### config.mk
export PLATFORM = sky130hd
export DESIGN_NAME = button_event_gen
export DESIGN_NICKNAME = d
export VERILOG_FILES = /design/src/rtl/btn_pkg.sv /design/src/rtl/terminal_counter.sv /design/src/rtl/button_event_gen.sv
export SDC_FILE = /design/constraint.sdc
export NUM_CORES = 1
export LEC_CHECK = 0
export CORE_ASPECT_RATIO = 1.5
export CORE_MARGIN = 1
export CORE_UTILIZATION = 45
export CTS_CLUSTER_DIAMETER = 50
export DETAILED_ROUTE_END_ITERATION = 8
export DONT_BUFFER_PORTS = 1
export PLACE_DENSITY = 0.62
export SLEW_MARGIN = 20
export SYNTH_ARGS = -nofsm -noshare
export SYNTH_HDL_FRONTEND = slang
export SYNTH_SLANG_ARGS = --single-unit
### constraint.sdc
create_clock -name clk -period 3.4 [get_ports clk]
set_input_delay 0.17 -clock clk [delete_from_list [all_inputs] [get_ports clk]]
set_output_delay 0.17 -clock clk [all_outputs]
set_load 0.01 [all_outputs]
### src/rtl/btn_pkg.sv
// btn_pkg
//   Shared definitions for button event handling. The same package is used
//   by the clock and alarm setting logic.
//   - btn_state_t : FSM state encoding
//   - BTN_HOLD_CYC_DFLT / BTN_REPEAT_CYC_DFLT : default timing at 100 MHz
//   - btn_cnt_width() : counter width for a given pair of terminal counts
package btn_pkg;

   typedef enum logic [1:0] {
      IDLE      = 2'd0,
      WAIT_HOLD = 2'd1,
      REPEAT    = 2'd2,
      LATCHED   = 2'd3
   } btn_state_t;

   // 0.5 s long-press and 0.1 s auto-repeat at 100 MHz
   localparam int unsigned BTN_HOLD_CYC_DFLT   = 50000000;
   localparam int unsigned BTN_REPEAT_CYC_DFLT = 10000000;

   // Width needed to count 0 .. max(a,b)-1
   function automatic int unsigned btn_cnt_width(input int unsigned a,
                                                 input int unsigned b);
      int unsigned m;
      m = (a > b) ? a : b;
      return (m < 2) ? 1 : $clog2(m);
   endfunction

endpackage

### src/rtl/terminal_counter.sv
// terminal_counter
//   Up-counter with synchronous clear, count enable and a terminal-count
//   flag. When enabled at the terminal value it wraps to 0, so the count
//   never exceeds i_term.
//   Ports:
//     clk     : clock
//     rst     : asynchronous active-high reset
//     i_clr   : synchronous clear (wins over i_en)
//     i_en    : count enable
//     i_term  : terminal value
//     o_tc    : high while the count equals i_term
module terminal_counter #(
   parameter int unsigned WIDTH = 8
) (
   input  logic             clk,
   input  logic             rst,
   input  logic             i_clr,
   input  logic             i_en,
   input  logic [WIDTH-1:0] i_term,
   output logic             o_tc
);

   logic [WIDTH-1:0] r_count;
   logic             w_at_term;

   assign w_at_term = (r_count == i_term);
   assign o_tc      = w_at_term;

   always_ff @(posedge clk or posedge rst) begin
      if (rst) begin
         r_count <= '0;
      end else if (i_clr) begin
         r_count <= '0;
      end else if (i_en) begin
         if (w_at_term) begin
            r_count <= '0;
         end else begin
            r_count <= r_count + 1'b1;
         end
      end
   end

endmodule

### src/rtl/button_event_gen.sv
// button_event_gen
//   Turns a debounced button level into press / long-press / auto-repeat
//   strobes. All outputs are registered.
//
//   state     | meaning
//   ----------+-----------------------------------------------------------
//   IDLE      | button released, waiting for a new press
//   WAIT_HOLD | pressed, counting towards the long-press threshold
//   REPEAT    | long press reached, emitting repeat_pulse every REPEAT_CYC
//   LATCHED   | long press reached, no auto-repeat, waiting for release
//
//   Build option: define BTN_AUTOREPEAT_EN to include the REPEAT state and
//   repeat_pulse generation. Without it, long presses go to LATCHED and
//   repeat_pulse is tied low.
//
//   Parameters:
//     HOLD_CYC   : held cycles before long_pulse (>= 2)
//     REPEAT_CYC : cycles between repeat_pulse strobes (>= 2)
//   Ports:
//     clk          : clock
//     rst          : asynchronous active-high reset
//     btn_db       : debounced, clk-synchronous button level (1 = pressed)
//     press_pulse  : one-cycle strobe on each new press
//     long_pulse   : one-cycle strobe when the press reaches HOLD_CYC cycles
//     repeat_pulse : one-cycle strobe every REPEAT_CYC cycles after a long press
//     held         : high while the press is being tracked
module button_event_gen
   import btn_pkg::*;
#(
   parameter int unsigned HOLD_CYC   = BTN_HOLD_CYC_DFLT,
   parameter int unsigned REPEAT_CYC = BTN_REPEAT_CYC_DFLT
) (
   input  logic clk,
   input  logic rst,
   input  logic btn_db,
   output logic press_pulse,
   output logic long_pulse,
   output logic repeat_pulse,
   output logic held
);

   localparam int unsigned CNT_W = btn_cnt_width(HOLD_CYC, REPEAT_CYC);
   localparam logic [CNT_W-1:0] HOLD_TERM = CNT_W'(HOLD_CYC - 1);
`ifdef BTN_AUTOREPEAT_EN
   localparam logic [CNT_W-1:0] REPEAT_TERM = CNT_W'(REPEAT_CYC - 1);
`endif

   btn_state_t       r_state;
   logic             r_press;
   logic             r_long;
   logic             r_held;
`ifdef BTN_AUTOREPEAT_EN
   logic             r_repeat;
`endif

   logic             w_cnt_clr;
   logic             w_cnt_en;
   logic             w_cnt_tc;
   logic [CNT_W-1:0] w_cnt_term;

`ifdef BTN_AUTOREPEAT_EN
   assign w_cnt_term = (r_state == REPEAT) ? REPEAT_TERM : HOLD_TERM;
`else
   assign w_cnt_term = HOLD_TERM;
`endif

   // The counter only runs while the button stays down in a counting
   // state. Leaving WAIT_HOLD on terminal count clears it so REPEAT starts
   // from 0; in REPEAT the counter wraps by itself at its terminal value.
   always_comb begin
      w_cnt_clr = 1'b1;
      w_cnt_en  = 1'b0;
      case (r_state)
         WAIT_HOLD: begin
            if (btn_db && !w_cnt_tc) begin
               w_cnt_clr = 1'b0;
               w_cnt_en  = 1'b1;
            end
         end
`ifdef BTN_AUTOREPEAT_EN
         REPEAT: begin
            if (btn_db) begin
               w_cnt_clr = 1'b0;
               w_cnt_en  = 1'b1;
            end
         end
`endif
         default: begin
            w_cnt_clr = 1'b1;
            w_cnt_en  = 1'b0;
         end
      endcase
   end

   terminal_counter #(
      .WIDTH (CNT_W)
   ) u_cnt (
      .clk    (clk),
      .rst    (rst),
      .i_clr  (w_cnt_clr),
      .i_en   (w_cnt_en),
      .i_term (w_cnt_term),
      .o_tc   (w_cnt_tc)
   );

   // Release is checked before any terminal count, so a release sampled on
   // the same edge as a terminal count suppresses the pulse. IDLE is only
   // re-entered after a sampled release, which makes press_pulse
   // edge-triggered.
   always_ff @(posedge clk or posedge rst) begin
      if (rst) begin
         r_state  <= IDLE;
         r_press  <= 1'b0;
         r_long   <= 1'b0;
         r_held   <= 1'b0;
`ifdef BTN_AUTOREPEAT_EN
         r_repeat <= 1'b0;
`endif
      end else begin
         r_press  <= 1'b0;
         r_long   <= 1'b0;
`ifdef BTN_AUTOREPEAT_EN
         r_repeat <= 1'b0;
`endif
         case (r_state)
            IDLE: begin
               if (btn_db) begin
                  r_press <= 1'b1;
                  r_held  <= 1'b1;
                  r_state <= WAIT_HOLD;
               end else begin
                  r_held  <= 1'b0;
               end
            end
            WAIT_HOLD: begin
               if (!btn_db) begin
                  r_held  <= 1'b0;
                  r_state <= IDLE;
               end else if (w_cnt_tc) begin
                  r_long  <= 1'b1;
                  r_held  <= 1'b1;
`ifdef BTN_AUTOREPEAT_EN
                  r_state <= REPEAT;
`else
                  r_state <= LATCHED;
`endif
               end else begin
                  r_held  <= 1'b1;
               end
            end
`ifdef BTN_AUTOREPEAT_EN
            REPEAT: begin
               if (!btn_db) begin
                  r_held   <= 1'b0;
                  r_state  <= IDLE;
               end else begin
                  r_held   <= 1'b1;
                  r_repeat <= w_cnt_tc;
               end
            end
`endif
            LATCHED: begin
               if (!btn_db) begin
                  r_held  <= 1'b0;
                  r_state <= IDLE;
               end else begin
                  r_held  <= 1'b1;
               end
            end
            default: begin
               r_held  <= 1'b0;
               r_state <= IDLE;
            end
         endcase
      end
   end

   assign press_pulse  = r_press;
   assign long_pulse   = r_long;
   assign held         = r_held;
`ifdef BTN_AUTOREPEAT_EN
   assign repeat_pulse = r_repeat;
`else
   assign repeat_pulse = 1'b0;
`endif

endmodule

==> run_results.csv <==
group,metric,value,unit
yosys,syn_nets,161,
yosys,synth.avg_cell_area,9.753,um^2
clocking,cts_resized,0,
sta,finalCritPeriodShare,66.88,%
die,start_util,47.69,%
finish,nets,166,
outcome,status,"completed",
sta,hold_viol,0,
clocking,tritoncts.num_buffers,5,
setup_path,startpoint,"u_cnt.r_count[4]",
clocking,clk_pin_slew,0.06,ns
setup_path,cp_cell_sequence,"nand4_1 -> or4_1 -> or4_1 -> a21oi_1",
finish,design_area,1684,um^2
routing,vias_per_cell,5.708,
place,place_congestion,0.8143,
sta,relSlewSlack,60.02,%
finish,final_common_cell,"dfrtp_1",
clocking,cts_root_buffer,"clkbuf_8",
yosys,synth.top_cell.area_share,50.99,%
die,fp.dieH,73.22,um
clocking,cts_tree,"built",
clocking,post_cts_buffers,0,
routing,postRouteWirelength,3.057,mm
routing,drc,0,
finish,n_fill_cell,329,
clocking,cts.sink_count,31,
routing,ant_nets,0,
setup_path,crit_top_cell,"or4_1",
power,power_density,423.7,nW/um^2
setup_path,worstPathRequired,3.61,ns
die,die-area,3622,um^2
die,core,3191,um^2
yosys,syn-instance-count,156,
power,p_leak,0.6549,nW
finish,drive_gt1_share,8.025,%
setup_path,r2r_start,"u_cnt.r_count[4]",
grt,antenna_found_initial,0,
setup_path,cp-start-kind,"flop",
setup_path,cp_num_buf_inv,0,
clocking,cts.htree.levels,2,
yosys,ys_types,28,
routing,wl_per_cell,15.13,um
yosys,synth_seq_cells,31,
yosys,synth.area.top_cells,"dfrtp_1 51%, xnor2_1 6.3%, nor2_1 4.7%",
setup_path,worstPathArrival,2.48,ns
grt,grt-ovfl-total,0,
sta,slew_viol_final,0,
yosys,yosysSeqAreaShare,50.99,%
routing,firstDrtPassIters,4,
die,fp.dieW,49.48,um
grt,grt_max_degree,26,
place,pre_cts_ws,1.150,ns
finish,ff_latch_area,775.7,um^2
hold_path,hold_path_class,"in2reg",
routing,drtIter0Drc,38,
setup_path,cpPeakStageDelay,0.73,ns
finish,layout_common_cells,"31 x dfrtp_1, 19 x nor2_1, 11 x nand2_1, 11 x a21oi_1, 11 x xnor2_1",
yosys,synth_top_area_cell,"dfrtp_1",
finish,area_delta_synth_final,10.69,%
grt,grt_first_pass_wirelength,5.133,mm
clocking,clock_latency,0.29,ns
sta,setup_ws,1.126,ns
sta,finalSetupViolCount,0,
setup_path,cp_max_fo,11,
grt,first_global_vias,1144,
yosys,yosys_warnings,0,
hold_path,hold_depth,1,
setup_path,path_depth,4,
finish,multi_input_area,706.9,um^2
power,vdd_ir_drop_max,0.2967,mV
clocking,clockBufferDepth,2,
sta,worst_pin_slew,0.5990,ns
sta,rsz0062_at_grt,"no",
finish,final_util,52.78,%
place,hpwl,2.189,mm
setup_path,ff2ff_setup_slack,1.13,ns
setup_path,endpoint_kind,"flop",
finish,antenna_cells,0,
sta,skew,0.004190,ns
routing,vias,1153,
sta,timing.fmax,0.4398,GHz
hold_path,hold_path_startpoint,"btn_db",
sta,setup_tns,0,ns
sta,whs,0.02255,ns
yosys,netlist_area,1521,um^2
sta,fin_crit,2.274,ns
grt,grt.total_usage,19.80,%
place,placed_area,1574,um^2
die,ios,7,
place,portBuffers,0,
clocking,cts_hold_buf,1,
setup_path,worstSetupPathType,"reg2reg",
setup_path,cp_top_family,"simple AND/OR/NAND/NOR gates",
setup_path,r2r_cells,4,
die,fp-row-count,25,
setup_path,worst_path_max_delay_cell,"or4_1",
job,cap_viol_max_count,0,
-- logic make-up after synthesis --
family / share of synthesized area [%]
XOR/XNOR: 8.059
other: 0.2465
AND/OR/NAND/NOR: 25.90
flip-flops: 50.99
adder cells (fa/ha/maj): 1.644
AO/OA/AOI/OAI: 9.868
buffers and inverters: 3.290
-- final cells by class --
type / instances / share of cell area (%)
flip-flops and latches: 31 / 46.06
repair buffers: 3 / 1.486
well taps: 40 / 2.972
multi-input cells: 113 / 41.98
inverters: 7 / 1.560
clock buffers: 8 / 5.944
-- synthesized netlist by cell type --
cell      number
dfrtp_1       31
nor2_1        19
a21oi_1       11
nand2_1       11
xnor2_1       11
inv_1          7
or4_1          7
nand3_1        6
or3_1          6
nand4_1        5
nor3_1         5
o21ai_0        5
and3_1         4
o31ai_1        4
clkbuf_1       3
nor4_1         3
xor2_1         3
a21boi_0       2
ha_1           2
nand4_2        2
nor4b_1        2
a31o_2         1
and4_1         1
buf_2          1
buf_4          1
conb_1         1
nor4bb_1       1
o41ai_2        1
-- power by group --
part / internal, mW / switching [mW] / leakage [nW]
clock: 0.184 / 0.134 / 0.0515
sequential: 0.372 / 0.00328 / 0.426
combinational: 0.00533 / 0.0150 / 0.177
-- per-layer routing --
layer / part of all wire (%) / vias to the layer above / GRT usage [%]
met2: 52 / 18 / 33.94
li1: - / 566 / -
met4: 3.4 / 0 / 16.19
met3: 2.6 / 7 / 3.750
met1: 42 / 562 / 20.94
met5: 0 / - / 0
-- registers in the layout, indices dropped and copies added (netlist names) --
| signal | flops |
|---|---|
| long_pulse | 1 |
| u_cnt.r_count | 26 |
| held | 1 |
| r_state | 2 |
| press_pulse | 1 |
-- worst paths after layout --
path | end
min | r_state[0]
min reg2reg | long_pulse
max in group asynchronous | u_cnt.r_count[24]
max | u_cnt.r_count[21]
max reg2reg | u_cnt.r_count[21]
min in group asynchronous | u_cnt.r_count[14]
-- stage by stage --
| stage | total power, mW | instances |
|---|---|---|
| finish | 0.7136 | 202 |
| global route | 0.7356 | 202 |
| CTS | 0.7219 | 202 |
| detailed placement | 0.4020 | 193 |
| global placement | 0.4013 | 193 |
| floorplan | 0.3957 | 156 |
Note: power is estimated with default switching activity, not from simulation.
